[src/rtl/dmux_8bits_buf.sv]
// Registered 1-to-4 demultiplexer: one input stream is steered by sel1/sel2/sel3
// into one of four single-entry output buffers, each with its own valid/ready sink.
module dmux_8bits_buf #(
  parameter int SIZE = 8
) (
  input  logic            clk,
  input  logic            rst,
  input  logic [SIZE-1:0] in,
  input  logic            in_valid,
  output logic            in_ready,
  input  logic            sel1,
  input  logic            sel2,
  input  logic            sel3,
  output logic [SIZE-1:0] a,
  output logic [SIZE-1:0] b,
  output logic [SIZE-1:0] c,
  output logic [SIZE-1:0] d,
  output logic            a_valid,
  output logic            b_valid,
  output logic            c_valid,
  output logic            d_valid,
  input  logic            a_ready,
  input  logic            b_ready,
  input  logic            c_ready,
  input  logic            d_ready
);

  // Channel index: 0=a, 1=b, 2=c, 3=d
  logic [1:0]      tgt;
  logic [3:0]      ready_vec;
  logic [3:0]      valid_q;
  logic [3:0]      valid_d;
  logic [3:0]      load;
  logic [SIZE-1:0] data_q [4];
  logic [SIZE-1:0] data_d [4];
  logic            accept;

  assign ready_vec = {d_ready, c_ready, b_ready, a_ready};

  always_comb begin
    tgt = 2'd0;
    if (sel3) begin
      tgt = sel1 ? 2'd0 : 2'd1;
    end else begin
      tgt = sel2 ? 2'd2 : 2'd3;
    end
  end

  // Only the selected buffer gates the input; a full buffer may still accept
  // when its sink drains in the same cycle.
  assign in_ready = ~valid_q[tgt] | ready_vec[tgt];
  assign accept   = in_valid & in_ready;

  genvar gi;
  generate
    for (gi = 0; gi < 4; gi++) begin : g_chan
      assign load[gi]    = accept & (tgt == gi[1:0]);
      assign valid_d[gi] = load[gi] | (valid_q[gi] & ~ready_vec[gi]);
      assign data_d[gi]  = load[gi] ? in : data_q[gi];

      always_ff @(posedge clk or posedge rst) begin
        if (rst) begin
          valid_q[gi] <= 1'b0;
          data_q[gi]  <= '0;
        end else begin
          valid_q[gi] <= valid_d[gi];
          data_q[gi]  <= data_d[gi];
        end
      end
    end
  endgenerate

  assign a       = data_q[0];
  assign b       = data_q[1];
  assign c       = data_q[2];
  assign d       = data_q[3];
  assign a_valid = valid_q[0];
  assign b_valid = valid_q[1];
  assign c_valid = valid_q[2];
  assign d_valid = valid_q[3];

endmodule

[config.mk]
export PLATFORM = sky130hd
export DESIGN_NAME = dmux_8bits_buf
export DESIGN_NICKNAME = d
export VERILOG_FILES = /design/src/rtl/dmux_8bits_buf.sv
export SDC_FILE = /design/constraint.sdc
export NUM_CORES = 1
export LEC_CHECK = 0
export CORE_ASPECT_RATIO = 1.4
export CORE_UTILIZATION = 40
export DETAILED_ROUTE_END_ITERATION = 16
export PLACE_DENSITY = 0.84
export SYNTH_ARGS = -nofsm -noshare
export SYNTH_HDL_FRONTEND = slang
export SYNTH_SLANG_ARGS = --single-unit
[constraint.sdc]
create_clock -name clk -period 1.4 [get_ports clk]
set_input_delay 0.35 -clock clk [delete_from_list [all_inputs] [get_ports clk]]
set_output_delay 0.35 -clock clk [all_outputs]
set_load 0.02 [all_outputs]
==> key figures, run 1 <==
Outcome
  – Status: finished with violations
  – Failing checks: negative setup slack

Layout
  – Synthesis-to-finish area growth: 66.2%
  – Final instance area: roughly 2300 um^2
  – Ant. Diodes: 0
  – Share of cells above drive strength 1: 0.408
  – Filler Cell Count: between 200 and 250
  – Nets: 186
  – Non-Filler Instances: between 200 and 250

GRT
  – Grt ovf: 0
  – Gr usage total: 0.204
  – Pin count of the biggest net entering global routing: 23
  – Vias in the first global route: between 1000 and 1500
  – First-pass GRT wire length: roughly 5300 um
  – Initial antenna violation count: 0

Setup path
  – WP data arrival: approximately 1.2 ns
  – CP max stage delay: around 0.4 ns
  – Critical-path cell list: nand2b_4 > o211ai_1 > o21ai_1 > buf_4
  – Slowest CP cell: dfrtp_1
  – CP Class: flip-flop to primary output
  – Worst setup SP type: flip-flop
  – Max FO, Critical Path: 2
  – CP endpoint kind: primary output
  – WP data required: between 1 and 1.5 ns

STA
  – RSZ-0062 raised after global routing: yes
  – Slew margin rel.: 0.813
  – Final setup viols: 12
  – Worst Max-Slew Pin Slew: between 0.2 and 0.3 ns
  – Final Hold Viols: 0
  – Max Clock Skew: about 0.0087 ns
  – Post-route setup slack: -0.138 ns
  – Period Utilization, post-route: 1.10
  – Peak Freq: 650 MHz
  – Worst hold slack: around 0.38 ns
  – Slew Limit Fails: 0
  – Min cycle time layout: approximately 1.5 ns

Synth
  – Mapped Cells: slightly above 90
  – Syn. warnings: 0
  – Netlist Area Pre-Place: 1400 um^2
  – Yosys top cell area share: 0.642
  – Syn Nets: ~110
  – Mean area per synthesized cell: approximately 15 um^2
  – Ranking of synthesized cells by area: dfrtp_1 (64%), mux2_2 (26%), nand2b_1 (1.3%)
  – Register area share after synthesis: 0.642
  – Yosys reg bits: 36
  – Number of distinct library cells after synthesis: 15
  – Post-synth top area cell: dfrtp_1

Clock network
  – CTS Sinks: 36
  – Clock Tree Root: clkbuf_8
  – Insertion delay to the later sink of the worst-skew pair: approximately 0.29 ns
  – CTS tree: built
  – Longest Clk Path Bufs: 2
  – CTS clock-pin slew for the worst setup and hold paths: roughly 0.070 ns
  – Num CTS Buffers: 5
  – Htree depth: 2
  – Hold Buf Count CTS: 0

Routing
  – Via count: ~1100
  – Avg Vias per Cell: slightly above 5
  – First DRT Iteration DRCs: 6
  – Final ANT Viol Nets: 0
  – DRC: 0
  – Total Wirelength: around 3800 um
  – DR pass1 iterations: 4
  – WL per Instance: around 18 um

Die
  – Core Region: about 3400 um^2
  – Die Ht: 72.1 um
  – Die Wd: between 50 and 60 um
  – Starting Density: 0.416
  – Die ar.: 3750 um^2
  – Std cell rows: 25
  – I/O pin count: between 50 and 60

Run
  – Max-Cap Viols: 0

Placement
  – Hpwl dp: around 2400 um
  – Count of buffers from port buffering: 54
  – Placed insts: between 150 and 200
  – Placed Instance Area: about 2100 um^2
  – Final Wtd Congestion: between 0.6 and 0.7

Power and ir drop
  – Power Dens Cells: approximately 1300 nW/um^2
  – Leakage: between 1 and 1.5 nW
  – Worst VDD drop: 1.05 mV

Hold path
  – Worst min path class: primary input to async pin
==> placed cells by master (no fill, tap or decap), types with 2 or more instances in the layout <==
cell and count:
clkbuf_8 6, clkdlybuf4s50_1 9, mux2_4 19, clkdlybuf4s15_1 2, clkinv_2 2, dlymetal6s2s_1 2, nand3b_1 2, buf_4 9
dlygate4sd2_1 37, dfrtp_1 36, o21ai_0 2, clkbuf_2 2, mux2_2 13, inv_1 3, buf_12 3, buf_6 5
nand2_1 3, nand2b_4 3
==> metrics by stage <==
step	total power, W	TNS [ns]	setup WS, ns	utilization
after floorplan	0.00185	0	0.00946	-
after global placement	0.00241	-16.59	-0.670	0.633
after detailed placement	0.00245	-16.94	-0.669	0.633
after CTS	0.00311	-1.28	-0.197	0.673
after global routing	0.00326	-1.07	-0.185	0.691
final	0.00312	-0.361	-0.138	0.691
==> final cells by class <==
cell class              count  area [um^2]  share of cell area
flip-flops and latches     36          901               0.386
repair buffers             71          683               0.293
multi-input cells          51          596               0.255
clock buffers               6         82.6              0.0354
well taps                  40         50.0              0.0214
inverters                   3         11.3             0.00483
clock inverters             2         10.0             0.00429
==> worst max-delay path, delay by kind of cell, from the launching register on <==
kind            cells  cell delay (ns)
simple gates        1             0.07
buf+inv             1             0.16
flops               1             0.40
compound gates      2             0.28
==> repair_timing <==
action | 4_1_cts | 5_1_grt
cloned | 0 | 1
setup endpoints to repair | 69 | 28
pin swaps | 3 | 2
setup buffers | 0 | 1
gates resized for setup | 74 | 15
==> cells in the mapped netlist <==
cell type,number
a21oi_2,1
and3_1,1
buf_2,1
dfrtp_1,36
inv_1,3
mux2_2,32
mux2i_1,1
nand2_1,4
nand2b_1,3
nand3_1,1
nand3b_1,2
nor2b_1,1
nor3b_4,1
o211ai_1,1
o21ai_0,3
==> cell families (layout without fill, tap and decap cells) <==
group	Yosys count	in the layout	share of synthesized area
buffers and inverters	4	82	0.0116
multiplexers	33	33	0.264
flip-flops	36	36	0.642
AO/OA/AOI/OAI	5	5	0.0223
AND/OR/NAND/NOR	13	13	0.0606
==> worst paths after layout <==
check,cells after the start,slack [ns],end,start
max,4,-0.14,in_ready,b_valid
min in group clk,3,0.39,b_valid,in_valid
max reg2reg,5,-0.04,b[4],b_valid
max in group asynchronous,3,0.76,d[7],rst
min,3,0.38,b[0],rst
min reg2reg,1,0.50,a[3],a[3]
==> per-layer routing <==
layer / track usage / up-vias / routed length [um]
met3: 0.0650 / 7 / 231
met4: 0.0931 / 0 / 77
met5: 0 / - / 0
met1: 0.220 / 530 / 1440
li1: - / 476 / -
met2: 0.355 / 39 / 2000
==> power breakdown <==
part	leakage (nW)	internal (W)	switching, W
Clock	0.0510	0.000392	0.000354
Sequential	0.431	0.00125	0.000115
Combinational	0.679	0.000512	0.000504
==> sequential cells by signal, summed over array words and instances (netlist names) <==
register / flops
b: 8
c: 8
d: 8
a: 8
b_valid: 1
d_valid: 1
c_valid: 1
a_valid: 1
Note: power is estimated with default switching activity, not from simulation.
==> run 2, diff against run 1 <==
- clock period: 1.4 -> 1.8 ns (I/O delays scaled with it)
==> key figures, run 2 (same netlist as run 1, synthesis figures left out) <==
Outcome
  – Status: completed

Power and ir drop
  – Power Dens Cells: roughly 1100 nW/um^2
  – Worst VDD drop: approximately 0.77 mV
  – Leakage: between 1 and 1.5 nW
  – Post-layout total power: around 0.0025 W

Setup path
  – Slowest CP cell: clkdlybuf4s50_1
  – CP endpoint kind: primary output
  – CP Class: flip-flop to primary output
  – Worst setup SP type: flip-flop
  – WP data required: between 1 and 1.5 ns
  – CP max stage delay: 0.62 ns
  – FF-to-FF setup slack: approximately 0.30 ns
  – WP data arrival: 1.29 ns
  – CP delay by family, top: buffers and inverters
  – Critical-path cell list: clkdlybuf4s50_1
  – CP Buf/Inv Count: 1
  – Max FO, Critical Path: 2

Clock network
  – CTS clock-pin slew for the worst setup and hold paths: around 0.07 ns
  – Longest Clk Path Bufs: 2
  – CTS Sinks: 36
  – Clock Tree Root: clkbuf_8
  – Htree depth: 2
  – CTS tree: built
  – Num CTS Buffers: 5
  – Insertion delay to the later sink of the worst-skew pair: between 0.2 and 0.3 ns

Routing
  – Final ANT Viol Nets: 0
  – Total Wirelength: between 3000 and 4000 um
  – Avg Vias per Cell: approximately 4.9
  – Via count: ~1000
  – Met3 Routed Length: approximately 190 um
  – Met2 Wirelength: ~1900 um
  – Top sig layer: met4
  – First DRT Iteration DRCs: 16
  – DRC: 0
  – Wl on met1: 1250 um
  – DR pass1 iterations: 4
  – WL per Instance: ~16 um

STA
  – Worst hold slack: ~0.51 ns
  – RSZ-0062 raised after global routing: no
  – Slew Limit Fails: 0
  – Post-route setup slack: about 0.058 ns
  – Min cycle time layout: roughly 1.7 ns
  – Slew margin rel.: 0.838
  – Peak Freq: between 500 and 600 MHz
  – Worst Max-Slew Pin Slew: about 0.24 ns
  – Final Hold Viols: 0
  – Period Utilization, post-route: 0.968
  – Final setup viols: 0
  – Max Clock Skew: ~0.0026 ns

Placement
  – Placed insts: 202
  – Final Wtd Congestion: 0.664
  – Hpwl dp: ~2500 um
  – Count of buffers from port buffering: 54
  – Dpl ws: -0.561 ns

Layout
  – Nets: 188
  – Synthesis-to-finish area growth: 60.2%
  – Share of cells above drive strength 1: 0.368
  – Final Core Density: 0.666
  – Ant. Diodes: 0
  – Commonest cells after routing, fill and taps aside: clkdlybuf4s50_1 (43), dfrtp_1 (36), mux2_2 (32), buf_4 (19), dlygate4sd2_1 (8)
  – Commonest non-fill, non-tap cell in the layout: clkdlybuf4s50_1
  – Filler Cell Count: about 270
  – Multi-input logic area: roughly 510 um^2
  – Non-Filler Instances: between 200 and 250
  – Register area: 901 um^2

Die
  – I/O pin count: 55
  – Die ar.: between 3000 and 4000 um^2
  – Core Region: 3380 um^2
  – Std cell rows: 25
  – Starting Density: 0.416
  – Die Ht: ~72 um
  – Die Wd: around 52 um

GRT
  – Gr usage total: 0.206
  – Vias in the first global route: roughly 1100
  – Grt ovf: 0
  – Pin count of the biggest net entering global routing: 37
  – Initial antenna violation count: 0
  – First-pass GRT wire length: 5410 um

Run
  – Max-Cap Viols: 0

Hold path
  – Worst min path class: flip-flop to flip-flop
[run 2: cell types whose count changed in the layout (fill, tap and decap cells not counted), moves of 5 or more]
cell / previous run / this run
buf_6: 5 / 0
mux2_4: 19 / 0
mux2_2: 13 / 32
dlygate4sd2_1: 37 / 8
clkdlybuf4s50_1: 9 / 43
buf_4: 9 / 19
[run 2: worst paths after layout]
kind / from / end / cells after the start
max: d_valid / d_valid / 1
min: d[2] / d[2] / 1
max reg2reg: c_valid / c[7] / 6
min reg2reg: d[2] / d[2] / 1
max in group asynchronous: rst / d[7] / 3
min in group asynchronous: rst / b[0] / 3
[run 2: area by class of cell]
cell class | instances | share of cell area
multi-input combinational | 51 | 0.226
clock buffer | 8 | 0.0400
tap | 40 | 0.0222
timing repair buffer | 73 | 0.306
sequential | 36 | 0.400
inverter | 3 | 0.00501
[run 2: repair_timing]
| item | CTS | global route |
|---|---|---|
| buffers inserted | 1 | 0 |
| pin swaps | 2 | 0 |
| hold buffers | 0 | 0 |
| setup endpoints to repair | 2 | 2 |
| resized for setup | 18 | 2 |
[run 2: through the flow]
stage                     TNS [ns]  instance area [um^2]
after global routing             0                  2250
after CTS                        0                  2240
after detailed placement     -6.23                  2140
final                            0                  2250
after floorplan                  0                  1400
after global placement       -5.80                  2140
[run 2: report_power, final]
part	switching (W)	internal, W	leakage, nW
Clock	0.000261	0.000312	0.0455
Combinational	0.000374	0.000451	0.553
Sequential	0.0000881	0.000969	0.431
Total	0.000723	0.00173	1.03
[run 2: per-layer routing]
| layer | up-vias | track usage |
|---|---|---|
| li1 | 477 | - |
| met3 | 7 | 0.0629 |
| met2 | 39 | 0.372 |
| met4 | 0 | 0.0841 |
| met1 | 510 | 0.213 |
| met5 | - | 0 |
==> run 3, diff against run 2 <==
- CORE_ASPECT_RATIO: 1.4 -> not set
==> key figures, run 3 (same netlist as run 1, synthesis figures left out) <==
Clock network
  – Clock Tree Root: clkbuf_4
  – Num CTS Buffers: 5
  – Longest Clk Path Bufs: 2
  – Htree depth: 2
  – Hold Buf Count CTS: 0
  – Insertion delay to the later sink of the worst-skew pair: 0.34 ns
  – CTS Sinks: 36
  – CTS tree: built
  – CTS clock-pin slew for the worst setup and hold paths: around 0.11 ns

Die
  – Std cell rows: 21
  – Die Ht: slightly above 60 um
  – Core Region: roughly 3300 um^2
  – Starting Density: 0.421
  – Die ar.: approximately 3800 um^2
  – I/O pin count: 55
  – Die Wd: ~60 um

Hold path
  – Hold path start: a_ready
  – Hold Path Stages: 2
  – Worst min path class: primary input to flip-flop
  – Hold Crit Endpoint: a_valid

STA
  – Final setup viols: 0
  – Final Hold Viols: 0
  – Worst Max-Slew Pin Slew: around 0.44 ns
  – Slew Limit Fails: 0
  – Slew margin rel.: 0.703
  – Min cycle time layout: roughly 1.8 ns
  – Peak Freq: roughly 570 MHz
  – Max Clock Skew: roughly 0.016 ns
  – Period Utilization, post-route: 0.978

Layout
  – Nets: roughly 190
  – Multi-input logic area: between 500 and 600 um^2
  – Commonest non-fill, non-tap cell in the layout: dfrtp_1
  – Share of cells above drive strength 1: 0.359
  – Final Core Density: 0.688
  – Filler Cell Count: around 230
  – Ant. Diodes: 0
  – Commonest cells after routing, fill and taps aside: dfrtp_1 (36), mux2_2 (32), dlymetal6s2s_1 (31), clkdlybuf4s50_1 (19), buf_4 (14)
  – Final instance area: about 2300 um^2
  – Register area: between 900 and 1000 um^2
  – Synthesis-to-finish area growth: 63.5%

GRT
  – Gr usage total: 0.191
  – Grt ovf: 0
  – Vias in the first global route: roughly 1000
  – Pin count of the biggest net entering global routing: 37
  – Initial antenna violation count: 0
  – First-pass GRT wire length: approximately 5000 um

Run
  – Max-Cap Viols: 0

Setup path
  – CP max stage delay: approximately 0.61 ns
  – Worst setup SP type: flip-flop
  – RR Endpoint: b[2]
  – Slowest CP cell: clkdlybuf4s50_1
  – WP data required: ~1.4 ns
  – WP data arrival: around 1.3 ns
  – CP delay by family, top: buffers and inverters
  – Reg2reg path depth: 6
  – CP Buf/Inv Count: 1
  – Critical-path cell list: clkdlybuf4s50_1
  – Max FO, Critical Path: 2
  – CP endpoint kind: primary output
  – FF-to-FF setup slack: 0.27 ns
  – Reg2reg start: b_valid
  – CP Class: flip-flop to primary output

Placement
  – Placed Instance Area: between 2000 and 2500 um^2
  – Count of buffers from port buffering: between 50 and 60
  – Final Wtd Congestion: just over 0.7

Routing
  – Final ANT Viol Nets: 0
  – WL per Instance: between 15 and 20 um
  – Avg Vias per Cell: roughly 4.9
  – DRC: 0
  – Total Wirelength: approximately 3800 um
  – DR pass1 iterations: 4
  – Via count: between 1000 and 1500
  – First DRT Iteration DRCs: 37

Outcome
  – Status: completed

Power and ir drop
  – Worst VDD drop: between 0.5 and 0.6 mV
  – Power Dens Cells: 984 nW/um^2
  – Leakage: between 1 and 1.5 nW
## run 3: timing repair
action	in CTS	in global routing
pin swaps	0	2
cloned	0	0
buffers inserted	0	3
resized for setup	10	34
endpoints found under the setup margin	3	24
hold endpoints to repair	0	0
## run 3: worst max path at each step
stage                       start        to  slack [ns]  depth (start not counted)
after CTS                 b_ready  in_ready       -0.06                          5
after global routing      d_valid  in_ready       -0.02                          4
after global placement    a_ready  in_ready       -0.47                          5
after floorplan           d_ready  in_ready        0.24                          3
after detailed placement  c_ready  in_ready       -0.53                          5
final                        b[2]      b[2]        0.04                          1
## run 3: routing by layer
layer	GRT usage	vias up	routed length, um
li1	-	470	-
met2	0.340	40	1960
met1	0.203	527	1510
met3	0.0672	4	227
met4	0.0877	0	60
met5	0	-	0
## run 3: final cells by class
| cell class | instances | share of cell area |
|---|---|---|
| clock buffers | 6 | 0.0180 |
| well taps | 46 | 0.0251 |
| inverters | 3 | 0.00491 |
| clock inverters | 1 | 0.00218 |
| repair buffers | 70 | 0.335 |
| multi-input cells | 51 | 0.222 |
| flip-flops and latches | 36 | 0.393 |
## run 3: per-stage QoR
| stage | hold slack (ns) | instances | setup slack, ns | setup TNS [ns] | power, W |
|---|---|---|---|---|---|
| floorplan | 0.546 | 91 | 0.238 | 0 | 0.00144 |
| global placement | 0.488 | 203 | -0.474 | -4.98 | 0.00187 |
| detailed placement | 0.495 | 203 | -0.528 | -6.05 | 0.00190 |
| CTS | 0.504 | 210 | -0.0617 | -0.0617 | 0.00229 |
| global route | 0.379 | 213 | -0.0190 | -0.0368 | 0.00237 |
| finish | 0.384 | 213 | 0.0398 | 0 | 0.00226 |
## run 3: power by group
group,internal [W],switching (W),total [W]
clock,0.000144,0.000250,0.000394
combinational,0.000429,0.000384,0.000813
sequential,0.000967,0.0000843,0.00105
total,0.00154,0.000718,0.00226
